===== config.mk =====
export PLATFORM = sky130hd
export DESIGN_NAME = cfg_shadow_chain
export DESIGN_NICKNAME = d
export VERILOG_FILES = /design/src/rtl/cfg_shadow_chain_pkg.sv /design/src/rtl/cfg_shadow_chain_ctrl.sv /design/src/rtl/cfg_shadow_chain.sv
export SDC_FILE = /design/constraint.sdc
export NUM_CORES = 1
export LEC_CHECK = 0
export ABC_CLOCK_PERIOD_IN_PS = 2400
export BUFFER_PORTS_ARGS = -buffer_cell sky130_fd_sc_hd__buf_2
export CAP_MARGIN = 10
export CORE_MARGIN = 5
export CORE_UTILIZATION = 60
export CTS_BUF_LIST = sky130_fd_sc_hd__clkbuf_4
export CTS_CLUSTER_SIZE = 28
export DETAILED_ROUTE_END_ITERATION = 12
export PLACE_DENSITY = 0.93
export SKIP_LAST_GASP = 1
export SYNTH_ARGS = -nofsm -noshare
export SYNTH_HDL_FRONTEND = slang
export SYNTH_HIERARCHICAL = 1
export SYNTH_SLANG_ARGS = --single-unit

===== constraint.sdc =====
create_clock -name clk -period 2.4 [get_ports clk]
set_input_delay 0.12 -clock clk [delete_from_list [all_inputs] [get_ports clk]]
set_output_delay 0.12 -clock clk [all_outputs]
set_load 0.02 [all_outputs]

===== src/rtl/cfg_shadow_chain_pkg.sv =====
// Shared sizing helpers and frame-state encodings for the config shadow chain.
// Sizing is resolved at elaboration; no storage lives here.
package cfg_shadow_chain_pkg;

    typedef enum logic [1:0] {
        FRM_EMPTY   = 2'd0,
        FRM_PARTIAL = 2'd1,
        FRM_FULL    = 2'd2
    } frame_state_e;

    function automatic int clog2(input int value);
        int res;
        int v;
        res = 0;
        v   = value - 1;
        while (v > 0) begin
            res = res + 1;
            v   = v >> 1;
        end
        return res;
    endfunction

    function automatic int calc_beats(input int conf_w, input int lanes);
        return (conf_w + lanes - 1) / lanes;
    endfunction

    function automatic int calc_sh_w(input int conf_w, input int lanes);
        return calc_beats(conf_w, lanes) * lanes;
    endfunction

endpackage


===== src/rtl/cfg_shadow_chain_ctrl.sv =====
// Beat counter, frame-state decode and one-action-per-cycle arbitration (set > load_rb > cen).
// Strobes are combinational from the current count; no backpressure, every request is acted on or dropped.
module cfg_shadow_chain_ctrl
    import cfg_shadow_chain_pkg::*;
#(
    parameter int BEATS = 48,
    parameter int CNT_W = clog2(BEATS + 1)
) (
    input  logic clk,
    input  logic rst,
    input  logic cen_i,
    input  logic set_i,
    input  logic load_rb_i,
    output logic do_shift_o,
    output logic do_load_o,
    output logic do_commit_o,
    output logic cfg_valid_o,
    output logic cfg_err_o,
    output logic frame_full_o
);

    localparam logic [CNT_W-1:0] BEATS_C = CNT_W'(BEATS);
    localparam logic [CNT_W-1:0] ONE_C   = CNT_W'(1);

    logic [CNT_W-1:0] cnt_q, cnt_d;
    logic             cfg_valid_q, cfg_valid_d;
    logic             cfg_err_q, cfg_err_d;
    frame_state_e     state;

    always_comb begin
        state = FRM_PARTIAL;
        if (cnt_q == '0) begin
            state = FRM_EMPTY;
        end else if (cnt_q == BEATS_C) begin
            state = FRM_FULL;
        end
    end

    always_comb begin
        cnt_d       = cnt_q;
        cfg_valid_d = cfg_valid_q;
        cfg_err_d   = cfg_err_q;
        do_shift_o  = 1'b0;
        do_load_o   = 1'b0;
        do_commit_o = 1'b0;
        if (set_i) begin
            cnt_d = '0;
            if (state == FRM_FULL) begin
                do_commit_o = 1'b1;
                cfg_valid_d = 1'b1;
            end else begin
                cfg_err_d = 1'b1;
            end
        end else if (load_rb_i) begin
            do_load_o = 1'b1;
            cnt_d     = BEATS_C;
        end else if (cen_i) begin
            // Beats beyond a full frame are pass-through only; the count saturates.
            do_shift_o = 1'b1;
            if (state != FRM_FULL) begin
                cnt_d = cnt_q + ONE_C;
            end
        end
    end

    always_ff @(posedge clk) begin
        if (rst) begin
            cnt_q       <= '0;
            cfg_valid_q <= 1'b0;
            cfg_err_q   <= 1'b0;
        end else begin
            cnt_q       <= cnt_d;
            cfg_valid_q <= cfg_valid_d;
            cfg_err_q   <= cfg_err_d;
        end
    end

    assign cfg_valid_o  = cfg_valid_q;
    assign cfg_err_o    = cfg_err_q;
    assign frame_full_o = (state == FRM_FULL);

endmodule


===== src/rtl/cfg_shadow_chain.sv =====
// Multi-lane config shift chain with shadow/active registers, commit, readback and downstream pass-through.
// conf_out updates 1 cycle after a full-frame set_in; no backpressure, the chain shifts whenever cen is high.
module cfg_shadow_chain
    import cfg_shadow_chain_pkg::*;
#(
    parameter int CONF_W = 48,
    parameter int LANES  = 1
) (
    input  logic              clk,
    input  logic              rst,
    input  logic              cen,
    input  logic              set_in,
    input  logic              load_rb,
    input  logic [LANES-1:0]  shift_in,
    output logic [LANES-1:0]  shift_out,
    output logic [CONF_W-1:0] conf_out,
    output logic              cfg_valid,
    output logic              cfg_err,
    output logic              frame_full
);

    localparam int BEATS = calc_beats(CONF_W, LANES);
    localparam int SH_W  = calc_sh_w(CONF_W, LANES);
    localparam int CNT_W = clog2(BEATS + 1);

    logic [SH_W-1:0]   shadow_q, shadow_d, shadow_shifted;
    logic [CONF_W-1:0] active_q, active_d;
    logic              do_shift, do_load, do_commit;

    cfg_shadow_chain_ctrl #(
        .BEATS (BEATS),
        .CNT_W (CNT_W)
    ) u_ctrl (
        .clk          (clk),
        .rst          (rst),
        .cen_i        (cen),
        .set_i        (set_in),
        .load_rb_i    (load_rb),
        .do_shift_o   (do_shift),
        .do_load_o    (do_load),
        .do_commit_o  (do_commit),
        .cfg_valid_o  (cfg_valid),
        .cfg_err_o    (cfg_err),
        .frame_full_o (frame_full)
    );

    // A single-beat chain has no retained upper slice to shift down.
    generate
        if (SH_W == LANES) begin : g_single_beat
            assign shadow_shifted = shift_in;
        end else begin : g_multi_beat
            assign shadow_shifted = {shift_in, shadow_q[SH_W-1:LANES]};
        end
    endgenerate

    always_comb begin
        shadow_d = shadow_q;
        active_d = active_q;
        if (do_commit) begin
            active_d = shadow_q[CONF_W-1:0];
        end else if (do_load) begin
            shadow_d               = '0;
            shadow_d[CONF_W-1:0]   = active_q;
        end else if (do_shift) begin
            shadow_d = shadow_shifted;
        end
    end

    always_ff @(posedge clk) begin
        if (rst) begin
            shadow_q <= '0;
            active_q <= '0;
        end else begin
            shadow_q <= shadow_d;
            active_q <= active_d;
        end
    end

    assign shift_out = shadow_q[LANES-1:0];
    assign conf_out  = active_q;

endmodule

== Yosys cells after proc, flatten, opt, wreduce, memory -nomap -nowiden ==
Cells that the tools add are included.

* Add/subtract/negate cells: 1
* Equality and inequality tests: 3
* Multiplexer cells: 14
* Bitwise gates (word level): 2
* Reduce and logical (&&, ||, !) cells: 11

{| class="wikitable"
|+ Operators by type and width
! kind !! count
|-
| $mux 48 || 2
|-
| $mux 6 || 3
|-
| $reduce_and 2->1 || 5
|-
| $mux 1 || 7
|-
| $add 6x1->6 const B || 1
|-
| $eq 6x6->1 const B || 1
|-
| $logic_not 6->1 || 1
|-
| $reduce_bool 2->1 || 3
|-
| $mux 2 || 2
|-
| $reduce_or 3->1 || 1
|-
| $eq 2x2->1 const B || 1
|-
| $ne 2x2->1 const B || 1
|-
| $not 1->1 || 2
|-
| $reduce_or 2->1 || 1
|}

* Flip-flop bits (word level): 104
* Input port bits: 6
* Output and inout port bits: 52
* Word-level logic and storage cells: 37

== Longest topological paths before layout ==
Gate-level depths: netlist of the first run.

* Depth after elaboration: 8
* Mapped depth: 9

== Modules after synthesis ==
Netlist of the first run, hierarchy kept.

{| class="wikitable"
|+ By module, submodules not included
! module !! times used !! cells each !! area an instance (µm²)
|-
| cfg_shadow_chain || 1 || 377 || 4,164.0
|-
| cfg_shadow_chain_ctrl || 1 || 48 || 431.7
|}

== Least setup slack after synthesis of the first run ==
OpenSTA, ideal clock, no wires.

* Kind: register to register
* Start: register u_ctrl.cnt_q[0]
* End: register shadow_q[23]
* Data arrival time: 1.891 ns
* Slack: 0.379 ns
* Stages on the path, launching flop included: 10
* Buffers on the path: 3
* Clock period less this slack: 2.021 ns
* Cell sequence: dfxtp_1 -> inv_1 -> ha_1 -> and4b_4 -> and3_2 -> clkbuf_1 -> o21ba_2 -> buf_2 -> buf_2 -> o32ai_2

* Word-level cells in the longest chain between the ends: 8
* Elaborated cells on any way between the ends: 9
* Those cells by class: eq/ne: 2; mux: 4; bitwise: 1; reduce/logical: 2

{| class="wikitable"
|+ RTL lines
! what !! line !! source
|-
| start, declared || cfg_shadow_chain_ctrl.sv:25 || <nowiki>logic [CNT_W-1:0] cnt_q, cnt_d;</nowiki>
|-
| start signal, assigned || cfg_shadow_chain_ctrl.sv:72 || <nowiki>cnt_q <= cnt_d;</nowiki>
|-
| $eq 6x6->1 || cfg_shadow_chain_ctrl.sv:34 || <nowiki>end else if (cnt_q == BEATS_C) begin</nowiki>
|-
| $mux 2 || cfg_shadow_chain_ctrl.sv:34 ||
|-
| $mux 2 * || cfg_shadow_chain_ctrl.sv:32 || <nowiki>if (cnt_q == '0) begin</nowiki>
|-
| $eq 2x2->1 * || cfg_shadow_chain_ctrl.sv:48 || <nowiki>if (state == FRM_FULL) begin</nowiki>
|-
| $mux 1 * || cfg_shadow_chain_ctrl.sv:48 ||
|-
| $mux 1 * || cfg_shadow_chain_ctrl.sv:46 || <nowiki>if (set_i) begin</nowiki>
|-
| named net do_commit || cfg_shadow_chain.sv:28 || <nowiki>logic do_shift, do_load, do_commit;</nowiki>
|-
| $not 1->1 (no line) * || -- ||
|-
| $reduce_and 2->1 (no line) * || -- ||
|-
| end signal, assigned || cfg_shadow_chain.sv:74 || <nowiki>shadow_q <= shadow_d;</nowiki>
|-
| end, declared || cfg_shadow_chain.sv:26 || <nowiki>logic [SH_W-1:0] shadow_q, shadow_d, shadow_shifted;</nowiki>
|}

The timed path passes the listed nets; every way through them passes the cells marked *.
A chain may end at the register's enable or synchronous reset.

== Worst setup path after layout of the first run ==
* Start: register u_ctrl.cnt_q[0]
* End: register shadow_q[22]

The elaborated chain is that of the path after synthesis.

==> results of run 1 <==
==> critical path: stages (launching register included) <==
cell and delay [ns]:
dfxtp_1 0.44, inv_1 0.09, ha_1 0.22, and4b_4 0.21, and3_2 0.24, or2_2 0.33
buf_12 0.21, o32ai_1 0.30
==> registers in the layout (all words and copies together), names as in the netlist <==
| register | flops |
|---|---|
| u_ctrl/cfg_err_o | 1 |
| shadow_q | 48 |
| u_ctrl/cnt_q | 6 |
| conf_out | 48 |
| u_ctrl/cfg_valid_o | 1 |
==> power by group <==
part           switching [mW]  leakage (nW)  internal [mW]
Sequential            0.00480         0.838           1.73
Combinational           0.126         0.869         0.0705
Clock                   0.595        0.0581          0.223
Total                   0.726          1.76           2.03
==> cell type report <==
cell class                 instances  area share, %
clock buffer                       9           1.34
clock inverter                     6           1.06
timing repair buffer              70           7.97
inverter                           4          0.297
multi-input combinational        279           45.6
sequential                       104           41.2
tap                              102           2.53
==> cells by family (layout without fill, tap and decap cells) <==
kind of cell	after synthesis	after routing	share of synthesized area, %
flip-flops	104	104	45.3
multiplexers	97	97	21.1
AND/OR/NAND/NOR	118	118	13.2
buffers and inverters	42	89	4.90
XOR/XNOR	2	2	0.381
adder cells (fa/ha/maj)	2	2	0.544
AO/OA/AOI/OAI	60	60	14.5
==> routing by layer <==
metal	global-route usage (%)	routed length, um	vias to the layer above	share of wire (%)
met5	0	0	-	0
met1	24.6	4020	1625	44
met3	4.88	473	15	5.1
li1	-	-	1623	-
met4	6.39	142	0	1.5
met2	33.3	4570	92	50
==> cell usage in the layout, fill, tap and decap left out, types with 3 or more instances in the layout <==
master	instances
nor2_1	52
o32ai_1	28
dlygate4sd3_1	3
nand2_1	3
mux2i_1	97
clkbuf_4	9
clkinvlp_4	3
buf_2	57
nand2b_1	48
buf_4	9
o21a_1	3
dfxtp_1	104
o32ai_2	20
inv_1	4
==> worst paths after layout <==
kind / end
worst max-delay path: shadow_q[22]
worst min-delay path: shadow_q[47]
worst min register to register: shadow_q[7]
worst max register to register: shadow_q[22]
==> through the flow <==
stage / setup slack, ns / total power, mW / area (um2) / instances
after floorplan: 0.379 / 1.93 / 4600 / 425
after global placement: 0.454 / 1.96 / 4900 / 556
after detailed placement: 0.299 / 1.97 / 4900 / 556
after CTS: 0.264 / 2.78 / 5050 / 574
after global routing: 0.159 / 2.87 / 5050 / 574
final: 0.250 / 2.75 / 5050 / 574
==> summary.txt, run 1 <==
Min path
  – Worst Hold Depth: 3
  – Hold Path Class: primary input to register
  – Hold Path Origin: shift_in

Global route
  – Initial antenna violation count: 0
  – Vias in the first global route: 3280
  – Largest net degree at the start of global routing: 57
  – First-pass GRT wire length: 15800 um
  – Total gr overflow: 0
  – All-Layer GR Usage: 19.7%

Synth
  – Post-synth top area share: 45.3%
  – FFs w/ async S/R, synth: 0%
  – Ranking of synthesized cells by area: dfxtp_1 45%, mux2i_1 21%, o32ai_2 7.1%
  – Yosys cell types: 35
  – Post-synth top area cell: dfxtp_1
  – Number of synthesized flops with an enable pin: 0
  – Cells after Synth: 425
  – Netlist Area Pre-Place: 4600 um2
  – Post-synth top cells: 104 x dfxtp_1, 97 x mux2i_1, 53 x nor2_1
  – #FFs+latches synth: 104
  – Part of the Yosys area used for sequential elements: 45.3%
  – Count leader, synth: dfxtp_1
  – Syn nets: 433
  – Mean Syn Cell Area: 10.8 um2
  – Yosys Warn Count: 6
  – Ys flop type: dfxtp_1

Clocking
  – Clk sink count: 104
  – Root Buffer: clkbuf_4
  – Post-CTS setup buffers: 0
  – Clock Path Buffers: 2
  – CTS resizes: 0
  – Worst skew pair latency: 0.45 ns
  – Worst-path clk slew: 0.16 ns
  – CTS buffer count: 9
  – CTS tree: built
  – H-tree depth: 3
  – CTS hold repair buffers: 3

Cells and area
  – N_diodes: 0
  – Layout Utilization: 66.4%
  – Nets@finish: 476
  – Multi-input gate area: 2300 um2
  – # fillers: 602
  – Layout cells sized above 1: 23.5%
  – Synth-to-Final Area Change: 9.94%
  – Flip-flop and latch area: 2080 um2

Routing
  – Final wirelength: 9210 um
  – Detail Route Antenna Nets: 0
  – DR DRC count: 0
  – First-pass DRT Iterations: 4
  – Routed WL per cell: 16.1 um
  – Vias per inst: 5.84
  – Vias: 3355
  – Initial drt markers: 158

Critical path
  – Worst R2R Start: u_ctrl/cnt_q[0]
  – Crit Path Class: register to register
  – Crit path DAT: 2.50 ns
  – FF-to-FF setup slack: 0.25 ns
  – Critical path startpoint category: register
  – Critical Path Start: u_ctrl/cnt_q[0]
  – Critical Path End Type: register
  – CP max FO: 48
  – Reg2Reg Depth: 7
  – CP required: 2.75 ns

STA
  – TNS Setup: 0 ns
  – Hold Fails Final Rpt: 0
  – RSZ-0062 raised after global routing: false
  – Worst Hold Margin: 0.00710 ns
  – Clock skew: 0.0145 ns
  – Final Setup Violations: 0
  – Fin crit share: 89.6%
  – Rel. slew slack: 61.7%
  – Max Slew Vio Count: 0
  – FMAX: 465 MHz
  – Final Critical Period: 2.15 ns
  – Worst-margin pin slew: 0.575 ns

Floorplan
  – Core ar.: 7610 um2
  – Die X: 97.5 um
  – Die area: 9510 um2
  – Die height: 97.5 um
  – Row count: 32
  – Initial core utilization: 60.4%
  – I/O pins: 58

Placement
  – Placer Congestion: 0.875
  – Detailed-placement wirelength estimate: 6070 um
  – IO Port Bufs: 57

Outcome
  – Status: completed

Power and ir drop
  – Leakage: 1.76 nW
  – VDD IR max: 0.000318 V
  – Pwr/cell area: 545 nW/um2

Job
  – Max-cap viol count: 0
Note: power is estimated with default switching activity, not from simulation.
==> run 2, diff against run 1 <==
--- a/config.mk
+++ b/config.mk
@@ -5,7 +5,7 @@
 export SDC_FILE = /design/constraint.sdc
 export NUM_CORES = 1
 export LEC_CHECK = 0
-export ABC_CLOCK_PERIOD_IN_PS = 2400
+export ABC_CLOCK_PERIOD_IN_PS = 2450
 export BUFFER_PORTS_ARGS = -buffer_cell sky130_fd_sc_hd__buf_2
 export CAP_MARGIN = 10
 export CORE_MARGIN = 5
==> constraint.sdc (replaced) <==
create_clock -name clk -period 2.45 [get_ports clk]
set_input_delay 0.1225 -clock clk [delete_from_list [all_inputs] [get_ports clk]]
set_output_delay 0.1225 -clock clk [all_outputs]
set_load 0.02 [all_outputs]
==> summary.txt, run 2 (synthesis results as in run 1) <==
STA
  – Hold Fails Final Rpt: 0
  – Worst-margin pin slew: 0.823 ns
  – Worst Hold Margin: 0.0371 ns
  – Rel. slew slack: 45.1%
  – FMAX: 470 MHz
  – Clock skew: 0.0136 ns
  – Max Slew Vio Count: 0
  – TNS Setup: 0 ns
  – Fin crit share: 86.9%
  – Final Setup Violations: 0
  – RSZ-0062 raised after global routing: false
  – Final worst slack: 0.322 ns
  – Final Critical Period: 2.13 ns

Routing
  – Routed WL per cell: 16.4 um
  – Initial drt markers: 180
  – Final wirelength: 9390 um
  – First-pass DRT Iterations: 5
  – DR DRC count: 0
  – Vias per inst: 5.76
  – Vias: 3287
  – Detail Route Antenna Nets: 0

Critical path
  – Critical Path Sink: shadow_q[5]
  – CP Cell Sequence: inv_1, ha_1, and4b_4, and3_2, or2_2, buf_12, o32ai_1
  – Crit Path Class: register to register
  – Crit path DAT: 2.47 ns
  – Critical path startpoint category: register
  – Critical Path End Type: register
  – FF-to-FF setup slack: 0.32 ns
  – CP required: 2.79 ns
  – Reg2reg end: shadow_q[5]
  – Crit-path max cell delay: 0.43 ns
  – Critical Path Start: u_ctrl/cnt_q[0]
  – Delay-heaviest family, CP: simple AND/OR/NAND/NOR gates
  – Worst Path Buf+Inv: 2
  – CP max FO: 48
  – CP max-delay cell: dfxtp_1
  – Reg2Reg Depth: 7
  – Worst R2R Start: u_ctrl/cnt_q[0]
  – Crit path depth: 7

Placement
  – Detailed-placement wirelength estimate: 6030 um
  – Post-Place Worst Slack: 0.383 ns
  – # placed instances: 555
  – IO Port Bufs: 57
  – Placer Congestion: 0.739
  – Placement Cell Area: 4910 um2

Clocking
  – Post-CTS setup buffers: 0
  – Clock Path Buffers: 2
  – CTS buffer count: 9
  – H-tree depth: 3
  – CTS tree: built
  – Root Buffer: clkbuf_4
  – Clk sink count: 104
  – Worst-path clk slew: 0.15 ns
  – Worst skew pair latency: 0.43 ns

Power and ir drop
  – Pwr/cell area: 565 nW/um2
  – VDD IR max: 0.000353 V
  – Leakage: 1.78 nW
  – Pwr Total: 2.87 mW

Floorplan
  – I/O pins: 58
  – Core ar.: 7610 um2
  – Row count: 32
  – Die area: 9510 um2
  – Die height: 97.5 um
  – Initial core utilization: 60.4%
  – Die X: 97.5 um

Min path
  – Worst Hold Depth: 3
  – Hold Path Class: primary input to register

Cells and area
  – Leading cell type in the layout, fill and taps excluded: dfxtp_1
  – Layout cells sized above 1: 23.5%
  – Nets@finish: 473
  – Layout Utilization: 66.7%
  – N_diodes: 0
  – Post-route cell area: 5070 um2
  – Commonest non-fill, non-tap cells in the layout: 104 x dfxtp_1, 97 x mux2i_1, 57 x buf_2
  – Final non-filler cell total: 571
  – Synth-to-Final Area Change: 10.4%

Job
  – Max-cap viol count: 0

Global route
  – Vias in the first global route: 3257
  – Initial antenna violation count: 0
  – Total gr overflow: 0
  – First-pass GRT wire length: 15700 um
  – Largest net degree at the start of global routing: 53
  – All-Layer GR Usage: 19.7%

Outcome
  – Status: completed
## run 2: worst min path at each step
stage	end	from
6_report	u_ctrl/cfg_err_o	set_in
4_1_cts	u_ctrl/cfg_err_o	set_in
3_5_place_dp	u_ctrl/cnt_q[4]	load_rb
2_1_floorplan	u_ctrl/cfg_err_o	rst
5_1_grt	u_ctrl/cfg_err_o	set_in
3_3_place_gp	u_ctrl/cnt_q[4]	load_rb
## run 2: tightest hold or removal path: cells and delay by family
family	cells	cell delay (ns)
buffers and inverters	1	0.16
AOI/OAI and AO/OA	2	0.15
## run 2: cell type report
cell class / instances / area [um2]
fill: 571 / 2530
multi-input combinational: 279 / 2300
sequential: 104 / 2080
timing repair buffer: 67 / 388
tap: 102 / 128
clock inverter: 6 / 91.3
clock buffer: 9 / 67.6
inverter: 4 / 15.0
## run 2: what timing repair did
action | 4_1_cts | 5_1_grt
hold buffers | 1 | 0
endpoints found under the hold margin | 2 | 0
setup endpoints to repair | 0 | 0
resized for setup | 0 | 0
## run 2: per-layer routing
| metal | global-route usage [%] | up-vias | wire (um) |
|---|---|---|---|
| li1 | - | 1613 | - |
| met1 | 24.8 | 1567 | 3990 |
| met2 | 32.3 | 85 | 4730 |
| met3 | 3.88 | 22 | 408 |
| met4 | 9.69 | 0 | 259 |
| met5 | 0 | - | 0 |
## run 2: report_power, final
group	leakage (nW)	total [mW]	switching (mW)	internal (mW)
clock network	0.0872	0.969	0.550	0.419
registers	0.838	1.70	0.00418	1.70
logic	0.858	0.197	0.127	0.0699
total	1.78	2.87	0.681	2.19
==> run 3, diff against run 2 <==
--- a/config.mk
+++ b/config.mk
@@ -5,15 +5,16 @@
 export SDC_FILE = /design/constraint.sdc
 export NUM_CORES = 1
 export LEC_CHECK = 0
-export ABC_CLOCK_PERIOD_IN_PS = 2450
+export ABC_CLOCK_PERIOD_IN_PS = 2500
 export BUFFER_PORTS_ARGS = -buffer_cell sky130_fd_sc_hd__buf_2
 export CAP_MARGIN = 10
 export CORE_MARGIN = 5
-export CORE_UTILIZATION = 60
+export CORE_UTILIZATION = 64
 export CTS_BUF_LIST = sky130_fd_sc_hd__clkbuf_4
 export CTS_CLUSTER_SIZE = 28
 export DETAILED_ROUTE_END_ITERATION = 12
-export PLACE_DENSITY = 0.93
+export PLACE_DENSITY = 0.95
+export REMOVE_ABC_BUFFERS = 1
 export SKIP_LAST_GASP = 1
 export SYNTH_ARGS = -nofsm -noshare
 export SYNTH_HDL_FRONTEND = slang
==> constraint.sdc (replaced) <==
create_clock -name clk -period 2.5 [get_ports clk]
set_input_delay 0.125 -clock clk [delete_from_list [all_inputs] [get_ports clk]]
set_output_delay 0.125 -clock clk [all_outputs]
set_load 0.02 [all_outputs]
==> summary.txt, run 3 (synthesis results as in run 1) <==
STA
  – FMAX: 442 MHz
  – Final worst slack: 0.236 ns
  – Rel. slew slack: 51.0%
  – Final Critical Period: 2.26 ns
  – RSZ-0062 raised after global routing: false
  – Final Setup Violations: 0
  – Max Slew Vio Count: 0
  – TNS Setup: 0 ns
  – Worst-margin pin slew: 0.735 ns
  – Fin crit share: 90.6%
  – Worst Hold Margin: 0.0257 ns
  – Hold Fails Final Rpt: 0
  – Clock skew: 0.0186 ns

Clocking
  – Worst-path clk slew: 0.15 ns
  – Clock Path Buffers: 2
  – Root Buffer: clkbuf_4
  – CTS tree: built
  – Post-CTS setup buffers: 0
  – CTS buffer count: 9
  – Clk sink count: 104
  – H-tree depth: 3
  – Worst skew pair latency: 0.45 ns

Outcome
  – Status: completed

Cells and area
  – Synth-to-Final Area Change: 10.8%
  – Leading cell type in the layout, fill and taps excluded: dfxtp_1
  – Layout Utilization: 73.7%
  – Nets@finish: 475
  – Layout cells sized above 1: 23.3%
  – N_diodes: 0
  – Final non-filler cell total: 568
  – Commonest non-fill, non-tap cells in the layout: 104 x dfxtp_1, 97 x mux2i_1, 57 x buf_2

Critical path
  – Delay-heaviest family, CP: buffers and inverters
  – CP required: 2.84 ns
  – Worst Path Buf+Inv: 2
  – CP max FO: 42
  – CP Cell Sequence: inv_1, ha_1, and4b_4, and3_2, buf_4, mux2i_1, nor2_1
  – Crit Path Class: register to register
  – Crit-path max cell delay: 0.61 ns
  – Crit path DAT: 2.61 ns
  – CP max-delay cell: buf_4
  – Critical Path End Type: register
  – Critical path startpoint category: register

Placement
  – IO Port Bufs: 57
  – Placer Congestion: 0.794
  – Detailed-placement wirelength estimate: 6080 um
  – Post-Place Worst Slack: 0.280 ns
  – # placed instances: 550

Floorplan
  – Initial core utilization: 66.5%
  – Core ar.: 6910 um2
  – I/O pins: 58
  – Die height: 94.7 um
  – Die X: 94.7 um
  – Die area: 8980 um2
  – Row count: 30

Global route
  – All-Layer GR Usage: 23.2%
  – Vias in the first global route: 3421
  – Initial antenna violation count: 0
  – Largest net degree at the start of global routing: 65
  – First-pass GRT wire length: 16700 um
  – Total gr overflow: 0

Routing
  – First-pass DRT Iterations: 4
  – DR DRC count: 0
  – Routed WL per cell: 17.1 um
  – Initial drt markers: 240
  – Vias per inst: 5.94
  – Vias: 3375
  – Final wirelength: 9720 um
  – Detail Route Antenna Nets: 0

Power and ir drop
  – Switch share: 23.7%
  – Internal power: 2.13 mW
  – VDD IR max: 0.000364 V
  – Clk network pwr share: 33.3%
  – Leakage: 1.79 nW
  – Sequential power share: 59.7%
  – Psw: 0.663 mW
  – Logic pwr share: 7.0%
  – Pwr/cell area: 549 nW/um2

Job
  – Max-cap viol count: 0

Min path
  – Hold Path Class: primary input to register
==> run 3: cell types whose count changed in the layout (fill, tap and decap cells not counted) <==
cell and delta:
buf_12 +1, clkinv_1 +2, clkinv_2 +1, clkinv_4 +1, dlygate4sd3_1 +1, inv_6 -3
==> run 3: per-stage QoR <==
step           cell area [um2]  total power, mW
2_1_floorplan             4390             1.82
3_3_place_gp              4920             1.89
3_5_place_dp              4920             1.89
4_1_cts                   5090             2.81
5_1_grt                   5090             2.91
6_report                  5090             2.79
==> run 3: per-layer routing <==
metal  up-vias  routed length [um]  global-route usage, %
met4         0                 189                   9.98
met1      1658                4300                   30.8
met5         -                   0                      0
met2        80                4810                   36.8
li1       1618                   -                      -
met3        19                 428                   4.54
==> run 3: worst min-delay path, cell delays in order <==
cell,delay [ns]
buf_2,0.14
o2111ai_1,0.10
o31ai_2,0.07
==> run 3: repair_timing <==
| item | 4_1_cts | 5_1_grt |
|---|---|---|
| endpoints found under the setup margin | 0 | 0 |
| hold endpoints to repair | 3 | 0 |
| resized for setup | 0 | 0 |
| hold buffers | 2 | 0 |
==> run 3: power by group through the flow <==
stage	Sequential, mW	Clock [mW]	Combinational (mW)
global route	1.67	1.03	0.208
detailed placement	1.70	0	0.192
global placement	1.70	0	0.190
floorplan	1.70	0	0.121
finish	1.67	0.931	0.197
CTS	1.67	0.944	0.195
==> run 3: layout make-up <==
type / count / area (um2)
clock buffer: 9 / 67.6
clock inverter: 7 / 86.3
fill: 513 / 1810
inverter: 4 / 15.0
multi-input combinational: 279 / 2300
sequential: 104 / 2080
tap: 96 / 120
timing repair buffer: 69 / 418
==> run 3: final timing paths <==
kind / startpoint / to / slack (ns) / cells after the start
max: u_ctrl/cnt_q[1] / conf_out[22] / 0.24 / 7
min: cen / u_ctrl/cnt_q[1] / 0.03 / 3
max reg2reg: u_ctrl/cnt_q[1] / conf_out[22] / 0.24 / 7
min reg2reg: u_ctrl/cfg_err_o / u_ctrl/cfg_err_o / 0.46 / 2
